===== config.mk =====
export PLATFORM = sky130hd
export DESIGN_NAME = fxp_mul_add_unit_flat
export DESIGN_NICKNAME = d
export VERILOG_FILES = /design/src/rtl/fxp_pkg.sv /design/src/rtl/fxp_mul_add_unit_if.sv /design/src/rtl/fxp_resize.sv /design/src/rtl/fxp_mul_add_unit.sv /design/src/flat_wrapper.sv
export SDC_FILE = /design/constraint.sdc
export NUM_CORES = 1
export LEC_CHECK = 0
export BUFFER_PORTS_ARGS = -buffer_cell sky130_fd_sc_hd__buf_2
export CAP_MARGIN = 20
export CORE_MARGIN = 1
export CORE_UTILIZATION = 30
export CTS_BUF_LIST = sky130_fd_sc_hd__clkbuf_16
export CTS_CLUSTER_DIAMETER = 40
export DETAILED_ROUTE_END_ITERATION = 7
export MAX_ROUTING_LAYER = met4
export PLACE_DENSITY = 0.5
export SYNTH_ARGS = -nofsm -noshare
export SYNTH_HDL_FRONTEND = slang
export SYNTH_HIERARCHICAL = 1
export SYNTH_SLANG_ARGS = --single-unit

===== constraint.sdc =====
create_clock -name CLK -period 19.7 [get_ports CLK]
set_input_delay 2.955 -clock CLK [delete_from_list [all_inputs] [get_ports CLK]]
set_output_delay 2.955 -clock CLK [all_outputs]
set_load 0.02 [all_outputs]

===== src/rtl/fxp_pkg.sv =====
`default_nettype none
// ============================================================================
//  Module      : fxp_pkg
//  Description : Shared helpers for the fixed-point multiply-add slice:
//                max() and the aligned integer/fraction widths used when the
//                full-precision product and the addend are summed.
//  Revision    : 1.0  initial release
// ============================================================================
package fxp_pkg;

    // Larger of two widths
    function automatic int fxp_max(input int a, input int b);
        return (a > b) ? a : b;
    endfunction

    // Integer bits of the aligned sum: widest operand plus one carry bit
    function automatic int fxp_sum_int_bits(input int wia, input int wib, input int wic);
        return fxp_max(wia + wib, wic) + 1;
    endfunction

    // Fraction bits of the aligned sum: finest operand resolution
    function automatic int fxp_sum_frac_bits(input int wfa, input int wfb, input int wfc);
        return fxp_max(wfa + wfb, wfc);
    endfunction

endpackage : fxp_pkg
`default_nettype wire


===== src/rtl/fxp_mul_add_unit_if.sv =====
`default_nettype none
// ============================================================================
//  Module      : fxp_mul_add_unit_if
//  Description : Operand / result bundle of the fixed-point multiply-add unit.
//                master drives operands, slave (the datapath) returns results.
//  Revision    : 1.0  initial release
// ============================================================================
interface fxp_mul_add_unit_if #(
    parameter int WIA = 4,
    parameter int WFA = 5,
    parameter int WIB = 4,
    parameter int WFB = 5,
    parameter int WIC = 8,
    parameter int WFC = 10,
    parameter int WIO = 8,
    parameter int WFO = 10
);
    logic                          IN_VALID;
    logic signed [WIA+WFA-1:0]     A;
    logic signed [WIB+WFB-1:0]     B;
    logic signed [WIC+WFC-1:0]     C;
    logic                          OUT_VALID;
    logic signed [WIO+WFO-1:0]     MUL_OUT;
    logic signed [WIO+WFO-1:0]     SUM_OUT;
    logic                          OVF_MUL;
    logic                          OVF_ADD;
    logic                          OVERFLOW;

    modport master (
        output IN_VALID, A, B, C,
        input  OUT_VALID, MUL_OUT, SUM_OUT, OVF_MUL, OVF_ADD, OVERFLOW
    );

    modport slave (
        input  IN_VALID, A, B, C,
        output OUT_VALID, MUL_OUT, SUM_OUT, OVF_MUL, OVF_ADD, OVERFLOW
    );
endinterface : fxp_mul_add_unit_if
`default_nettype wire


===== src/rtl/fxp_resize.sv =====
`default_nettype none
// ============================================================================
//  Module      : fxp_resize
//  Description : Combinational signed fixed-point resize WII.WFI -> WIO.WFO.
//                Fraction reduction floors, fraction extension zero-pads,
//                integer reduction keeps the low bits and flags overflow when
//                the dropped MSBs differ from the kept sign bit.
//                Build option FXP_SATURATE_EN: clamp overflowing results to
//                the max/min code by the sign of the input (flag unchanged);
//                otherwise the wrapped low bits are passed through.
//  Revision    : 1.0  initial release
// ============================================================================
module fxp_resize #(
    parameter int WII = 8,
    parameter int WFI = 10,
    parameter int WIO = 8,
    parameter int WFO = 10
) (
    input  logic signed [WII+WFI-1:0] in_val,
    output logic signed [WIO+WFO-1:0] out_val,
    output logic                      ovf
);
    localparam int c_WI = WII + WFI;   // input width
    localparam int c_WM = WII + WFO;   // after fraction adjust
    localparam int c_WO = WIO + WFO;   // output width

    logic signed [c_WM-1:0] w_frac;
    logic signed [c_WO-1:0] w_kept;
    logic                   w_ovf;

    // Fraction adjust: arithmetic right shift floors, left shift zero-pads
    generate
        if (WFO < WFI) begin : g_frac_trunc
            assign w_frac = c_WM'(in_val >>> (WFI - WFO));
        end else begin : g_frac_pad
            assign w_frac = c_WM'(in_val) <<< (WFO - WFI);
        end
    endgenerate

    // Integer adjust: drop MSBs (detecting loss of sign) or sign-extend
    generate
        if (WIO < WII) begin : g_int_trunc
            logic [c_WM-c_WO:0] w_top;
            assign w_top  = w_frac[c_WM-1:c_WO-1];
            assign w_kept = w_frac[c_WO-1:0];
            assign w_ovf  = !((&w_top) || !(|w_top));
        end else begin : g_int_ext
            assign w_kept = c_WO'(w_frac);
            assign w_ovf  = 1'b0;
        end
    endgenerate

`ifdef FXP_SATURATE_EN
    // Clamp toward the sign of the exact value on overflow
    assign out_val = !w_ovf               ? w_kept :
                     in_val[c_WI-1]       ? {1'b1, {(c_WO-1){1'b0}}} :
                                            {1'b0, {(c_WO-1){1'b1}}};
`else
    assign out_val = w_kept;
`endif
    assign ovf = w_ovf;

endmodule : fxp_resize
`default_nettype wire


===== src/rtl/fxp_mul_add_unit.sv =====
`default_nettype none
// ============================================================================
//  Module      : fxp_mul_add_unit
//  Description : Registered signed fixed-point multiply-add (MAC element).
//                MUL_OUT = A*B, SUM_OUT = A*B + C, both resized to WIO.WFO
//                with per-sample overflow flags; one-cycle latency.
//                Build option FXP_SATURATE_EN selects saturation instead of
//                wrap in the two fxp_resize instances.
//  Revision    : 1.0  initial release
// ============================================================================
module fxp_mul_add_unit
    import fxp_pkg::*;
#(
    parameter int WIA = 4,
    parameter int WFA = 5,
    parameter int WIB = 4,
    parameter int WFB = 5,
    parameter int WIC = 8,
    parameter int WFC = 10,
    parameter int WIO = 8,
    parameter int WFO = 10
) (
    input  logic               CLK,
    input  logic               RESET,
    fxp_mul_add_unit_if.slave  bus
);
    // Full-precision product format
    localparam int c_WIP = WIA + WIB;
    localparam int c_WFP = WFA + WFB;
    localparam int c_WP  = c_WIP + c_WFP;
    // Aligned sum format
    localparam int c_I   = fxp_sum_int_bits(WIA, WIB, WIC);
    localparam int c_F   = fxp_sum_frac_bits(WFA, WFB, WFC);
    localparam int c_WS  = c_I + c_F;
    localparam int c_WO  = WIO + WFO;

    logic signed [c_WP-1:0] w_prod;
    logic signed [c_WS-1:0] w_prod_al;
    logic signed [c_WS-1:0] w_c_al;
    logic signed [c_WS-1:0] w_sum;
    logic signed [c_WO-1:0] w_mul_rs;
    logic signed [c_WO-1:0] w_sum_rs;
    logic                   w_ovf_mul;
    logic                   w_ovf_add;

    logic                   r_out_valid;
    logic signed [c_WO-1:0] r_mul;
    logic signed [c_WO-1:0] r_sum;
    logic                   r_ovf_mul;
    logic                   r_ovf_add;
    logic                   r_overflow;

    // Exact product: operands widen to c_WP before multiplying, so min*min fits
    assign w_prod    = c_WP'(bus.A) * c_WP'(bus.B);

    // Align both terms to c_I.c_F by sign-extension and left shift, then add
    assign w_prod_al = c_WS'(w_prod) <<< (c_F - c_WFP);
    assign w_c_al    = c_WS'(bus.C)  <<< (c_F - WFC);
    assign w_sum     = w_prod_al + w_c_al;

    fxp_resize #(
        .WII (c_WIP),
        .WFI (c_WFP),
        .WIO (WIO),
        .WFO (WFO)
    ) u_resize_mul (
        .in_val  (w_prod),
        .out_val (w_mul_rs),
        .ovf     (w_ovf_mul)
    );

    fxp_resize #(
        .WII (c_I),
        .WFI (c_F),
        .WIO (WIO),
        .WFO (WFO)
    ) u_resize_sum (
        .in_val  (w_sum),
        .out_val (w_sum_rs),
        .ovf     (w_ovf_add)
    );

    // Output registers: capture on IN_VALID, hold otherwise; reset clears all
    always_ff @(posedge CLK) begin
        if (RESET) begin
            r_out_valid <= 1'b0;
            r_mul       <= '0;
            r_sum       <= '0;
            r_ovf_mul   <= 1'b0;
            r_ovf_add   <= 1'b0;
            r_overflow  <= 1'b0;
        end else begin
            r_out_valid <= bus.IN_VALID;
            if (bus.IN_VALID) begin
                r_mul      <= w_mul_rs;
                r_sum      <= w_sum_rs;
                r_ovf_mul  <= w_ovf_mul;
                r_ovf_add  <= w_ovf_add;
                r_overflow <= w_ovf_mul | w_ovf_add;
            end
        end
    end

    assign bus.OUT_VALID = r_out_valid;
    assign bus.MUL_OUT   = r_mul;
    assign bus.SUM_OUT   = r_sum;
    assign bus.OVF_MUL   = r_ovf_mul;
    assign bus.OVF_ADD   = r_ovf_add;
    assign bus.OVERFLOW  = r_overflow;

endmodule : fxp_mul_add_unit
`default_nettype wire


===== src/flat_wrapper.sv =====
// flat-port wrapper written by rule: the top's interface ports become plain ports
module fxp_mul_add_unit_flat import fxp_pkg::*;
#(
    parameter int WIA = 4,
    parameter int WFA = 5,
    parameter int WIB = 4,
    parameter int WFB = 5,
    parameter int WIC = 8,
    parameter int WFC = 10,
    parameter int WIO = 8,
    parameter int WFO = 10
)
  (CLK, RESET, bus_IN_VALID, bus_A, bus_B, bus_C, bus_OUT_VALID, bus_MUL_OUT, bus_SUM_OUT, bus_OVF_MUL, bus_OVF_ADD, bus_OVERFLOW);
  fxp_mul_add_unit_if #(.WIA(WIA), .WFA(WFA), .WIB(WIB), .WFB(WFB), .WIC(WIC), .WFC(WFC), .WIO(WIO), .WFO(WFO)) bus_i ();
  input  logic CLK;
  input  logic RESET;
  input wire logic [$bits(bus_i.IN_VALID)-1:0] bus_IN_VALID;
  input wire logic [$bits(bus_i.A)-1:0] bus_A;
  input wire logic [$bits(bus_i.B)-1:0] bus_B;
  input wire logic [$bits(bus_i.C)-1:0] bus_C;
  output wire logic [$bits(bus_i.OUT_VALID)-1:0] bus_OUT_VALID;
  output wire logic [$bits(bus_i.MUL_OUT)-1:0] bus_MUL_OUT;
  output wire logic [$bits(bus_i.SUM_OUT)-1:0] bus_SUM_OUT;
  output wire logic [$bits(bus_i.OVF_MUL)-1:0] bus_OVF_MUL;
  output wire logic [$bits(bus_i.OVF_ADD)-1:0] bus_OVF_ADD;
  output wire logic [$bits(bus_i.OVERFLOW)-1:0] bus_OVERFLOW;
  assign bus_i.IN_VALID = bus_IN_VALID;
  assign bus_i.A = bus_A;
  assign bus_i.B = bus_B;
  assign bus_i.C = bus_C;
  assign bus_OUT_VALID = bus_i.OUT_VALID;
  assign bus_MUL_OUT = bus_i.MUL_OUT;
  assign bus_SUM_OUT = bus_i.SUM_OUT;
  assign bus_OVF_MUL = bus_i.OVF_MUL;
  assign bus_OVF_ADD = bus_i.OVF_ADD;
  assign bus_OVERFLOW = bus_i.OVERFLOW;
  fxp_mul_add_unit #(.WIA(WIA), .WFA(WFA), .WIB(WIB), .WFB(WFB), .WIC(WIC), .WFC(WFC), .WIO(WIO), .WFO(WFO)) u_core (.CLK(CLK), .RESET(RESET), .bus(bus_i));
endmodule

==> impl_metrics.csv <==
group,metric,value,unit
global_routing,use_met2,24.6,%
sta,rsz0062_at_grt,"no",
yosys,yosys_warnings,6,
sta,maxSlewViolCount,0,
placed_design,portBuffers,78,
yosys,synth_area,5490,um^2
critical_path,worst_ep_required_time,19900,ps
yosys,yosysSeqAreaShare,14.6,%
sta,finalCritPeriodShare,45.8,%
finish,fin_area,6020,um^2
drt,ant_nets,0,
placed_design,hpwlAfterDp,10000,um
floorplan,io_pins,79,
sta,fmax,111,MHz
floorplan,die_h,137,um
critical_path,r2r_setup_slack,19000,ps
drt,firstDrtPassIters,7,
yosys,yosysTopAreaCell,"fa_1",
floorplan,dieArea,18900,um^2
global_routing,top_usage_layer,"met2",
critical_path,critPathKind,"input pin to register",
global_routing,grt_max_degree,42,
clock_network,clk_latency,280,ps
global_routing,antenna_found_initial,0,
min_path,min_from,"u_core/bus.SUM_OUT[2]",
yosys,yosys-top-cells-area,"fa_1 (26%), dfxtp_1 (15%), ha_1 (13%), mux2i_1 (6.9%), inv_1 (6.1%)",
clock_network,cts_tree,"built",
sta,finalSetupTns,0,ps
sta,finClkSkew,0,ps
drt,post_drt_wl_per_cell,13.6,um
clock_network,cts_htree_levels,2,
yosys,syn-num-nets,776,
outcome,outcome,"complete, no violations",
global_routing,grt_pass1_wl,19600,um
global_routing,grt.met1_usage,15.9,%
finish,nNetsFinal,811,
finish,fillCellCount,1881,
yosys,synth-async-reset-ratio,0,%
clock_network,postCtsResizedCells,0,
global_routing,grt_use_met3,2.24,%
floorplan,rows,49,
critical_path,endpoint_kind,"register",
clock_network,cts_sinks,40,
run,maxCapViolations,0,
sta,tightest_slew,749,ps
drt,drt_iter0_drc,162,
finish,syn_to_final_growth,9.63,%
clock_network,clockRootBuffer,"clkbuf_16",
sta,hold_violations,0,
clock_network,path_clk_slew,60,ps
critical_path,r2r-end,"u_core/bus.OVERFLOW",
drt,drc,0,
min_path,worstHoldPathType,"register to register",
critical_path,critPathArrivalTime,9220,ps
global_routing,track_usage,13.8,%
placed_design,dpl-instance-area,5840,um^2
drt,viasPerCell,4.64,
critical_path,reg2regPathDepth,2,
clock_network,clock_path_buffers,2,
yosys,syn_inst,609,
yosys,synth_top_flop_cell,"dfxtp_1",
sta,setup_viol,0,
yosys,syn_area_per_cell,9.02,um^2
critical_path,start_kind,"input pin",
yosys,synth.top_cell.area_share,25.9,%
finish,layout-drive-gt1-share,14.3,%
critical_path,crit_fanout,9,
clock_network,numCtsBuffers,5,
floorplan,core-area,18000,um^2
yosys,synth_cell_types,45,
global_routing,grt_pass1_vias,4172,
drt,routed_wl,11900,um
min_path,hold_depth,2,
critical_path,reg2reg_from,"u_core/bus.OVERFLOW",
sta,relSlewSlack,50.1,%
global_routing,grt.overflow.total,0,
yosys,synth_edf_count,0,
finish,num_antenna_cells,0,
min_path,hold_end,"u_core/bus.SUM_OUT[2]",
drt,vias,4053,
floorplan,die_w,137,um
clock_network,cts_hold_buf,0,
floorplan,start_util,30.6,%
placed_design,gp_congestion,0.782,
clock_network,post_cts_buffers,0,
yosys,ys_ff_latch,40,
sta,fin_crit,9020,ps
-- flip-flops by register name, summed over array words and instances, names as in the netlist --
| signal | cells |
|---|---|
| u_core/bus.OVF_ADD | 1 |
| u_core/bus.OVF_MUL | 1 |
| u_core/bus.OUT_VALID | 1 |
| u_core/bus.SUM_OUT | 18 |
| u_core/bus.OVERFLOW | 1 |
| u_core/bus.MUL_OUT | 18 |
-- worst max path at each step --
stage	startpoint	endpoint	slack, ps	depth (start not counted)
2_1_floorplan	bus_A[8]	u_core/bus.OVERFLOW	10820	24
4_1_cts	bus_A[5]	u_core/bus.OVERFLOW	10670	25
5_1_grt	bus_A[5]	u_core/bus.OVERFLOW	10270	25
3_3_place_gp	bus_A[5]	u_core/bus.OVERFLOW	10460	25
6_report	bus_A[5]	u_core/bus.OVERFLOW	10680	25
3_5_place_dp	bus_A[5]	u_core/bus.OVERFLOW	10380	25
-- layout make-up --
cell class                      count  area [um^2]  share of cell area [%]
Inverter                           90          338                    5.61
Clock buffer                        5          125                    2.08
Timing Repair Buffer               79          410                    6.81
Sequential cell                    40          801                    13.3
Multi-Input combinational cell    428         4030                    66.8
Clock inverter                      3         37.5                   0.623
Tap cell                          229          287                    4.76
-- layer usage --
metal | up-vias | share of wire [%] | routed length (um)
li1 | 1970 | - | -
met1 | 1984 | 42 | 5020
met2 | 85 | 52 | 6170
met3 | 14 | 4.3 | 509
met4 | 0 | 1.5 | 181
met5 | - | 0 | 0
-- critical path, cell delays in order --
cell      delay [ps]
buf_2            150
and2_1           200
fa_1             530
inv_1             50
fa_1             520
inv_1             50
fa_1             500
fa_1             570
fa_1             420
ha_1             360
o21a_1           200
o31a_1           130
o21a_1           170
nor2_1           110
xnor2_1          160
ha_1             340
a21o_1           210
a21oi_1          170
o21ai_0          100
and3b_4          190
a311o_1          360
a221oi_2         260
xor2_1           210
nor2_1            70
a211oi_1         210
-- synth_stat cells (all sizes together) (2+ instances only) --
cell type   n
mux2i      38
ha         57
nand2      48
dfxtp      40
a21o        7
fa         71
o21a        5
a31oi       2
a211oi      5
inv        90
o21ai      12
nor2b      10
nor3        5
a21oi      20
and2       33
xor2        6
nand3       3
nand2b      4
o21bai      2
o31ai       2
xnor2      26
nor2       53
o41ai       2
buf        40
clkbuf     11
-- cells by family (layout without fill, tap and decap cells) --
kind of cell / after synthesis / count (layout) / share of synthesized area (%)
compound gates: 67 / 67 / 8.36
xor+xnor: 32 / 32 / 5.10
fa+ha+maj: 128 / 128 / 38.9
buf+inv: 141 / 177 / 12.2
flops: 40 / 40 / 14.6
mux: 39 / 39 / 7.13
other cells: 1 / 1 / 0.0683
simple gates: 161 / 161 / 13.8
-- cell usage in the layout (no fill, tap or decap), types with 3 or more instances in the layout --
| cell | Yosys | routed |
|---|---|---|
| nand2b_1 | 4 | 4 |
| a211oi_1 | 5 | 5 |
| o21ai_1 | 4 | 4 |
| a21oi_1 | 20 | 20 |
| clkbuf_16 | 0 | 5 |
| nor2_1 | 52 | 52 |
| nor3_1 | 5 | 5 |
| nand3_1 | 3 | 3 |
| nand2_1 | 48 | 48 |
| buf_2 | 0 | 78 |
| xor2_1 | 6 | 6 |
| xnor2_1 | 26 | 26 |
| and2_1 | 33 | 33 |
| o21ai_0 | 8 | 8 |
| inv_1 | 90 | 90 |
| o21a_1 | 5 | 5 |
| a21o_1 | 7 | 7 |
| mux2i_1 | 38 | 38 |
| ha_1 | 57 | 57 |
| fa_1 | 71 | 71 |
| nor2b_1 | 10 | 10 |
| dfxtp_1 | 40 | 40 |
-- through the flow --
step	hold slack, ps	worst slack [ps]	cells	utilization (%)
floorplan	571	10820	609	-
global placement	467	10460	865	32.5
detailed placement	479	10380	865	32.5
CTS	496	10670	873	33.4
global route	514	10270	874	33.5
finish	488	10680	874	33.5
Power is not shown: default switching activity piles up to over one toggle a cycle in this logic, so the estimate is an artifact.
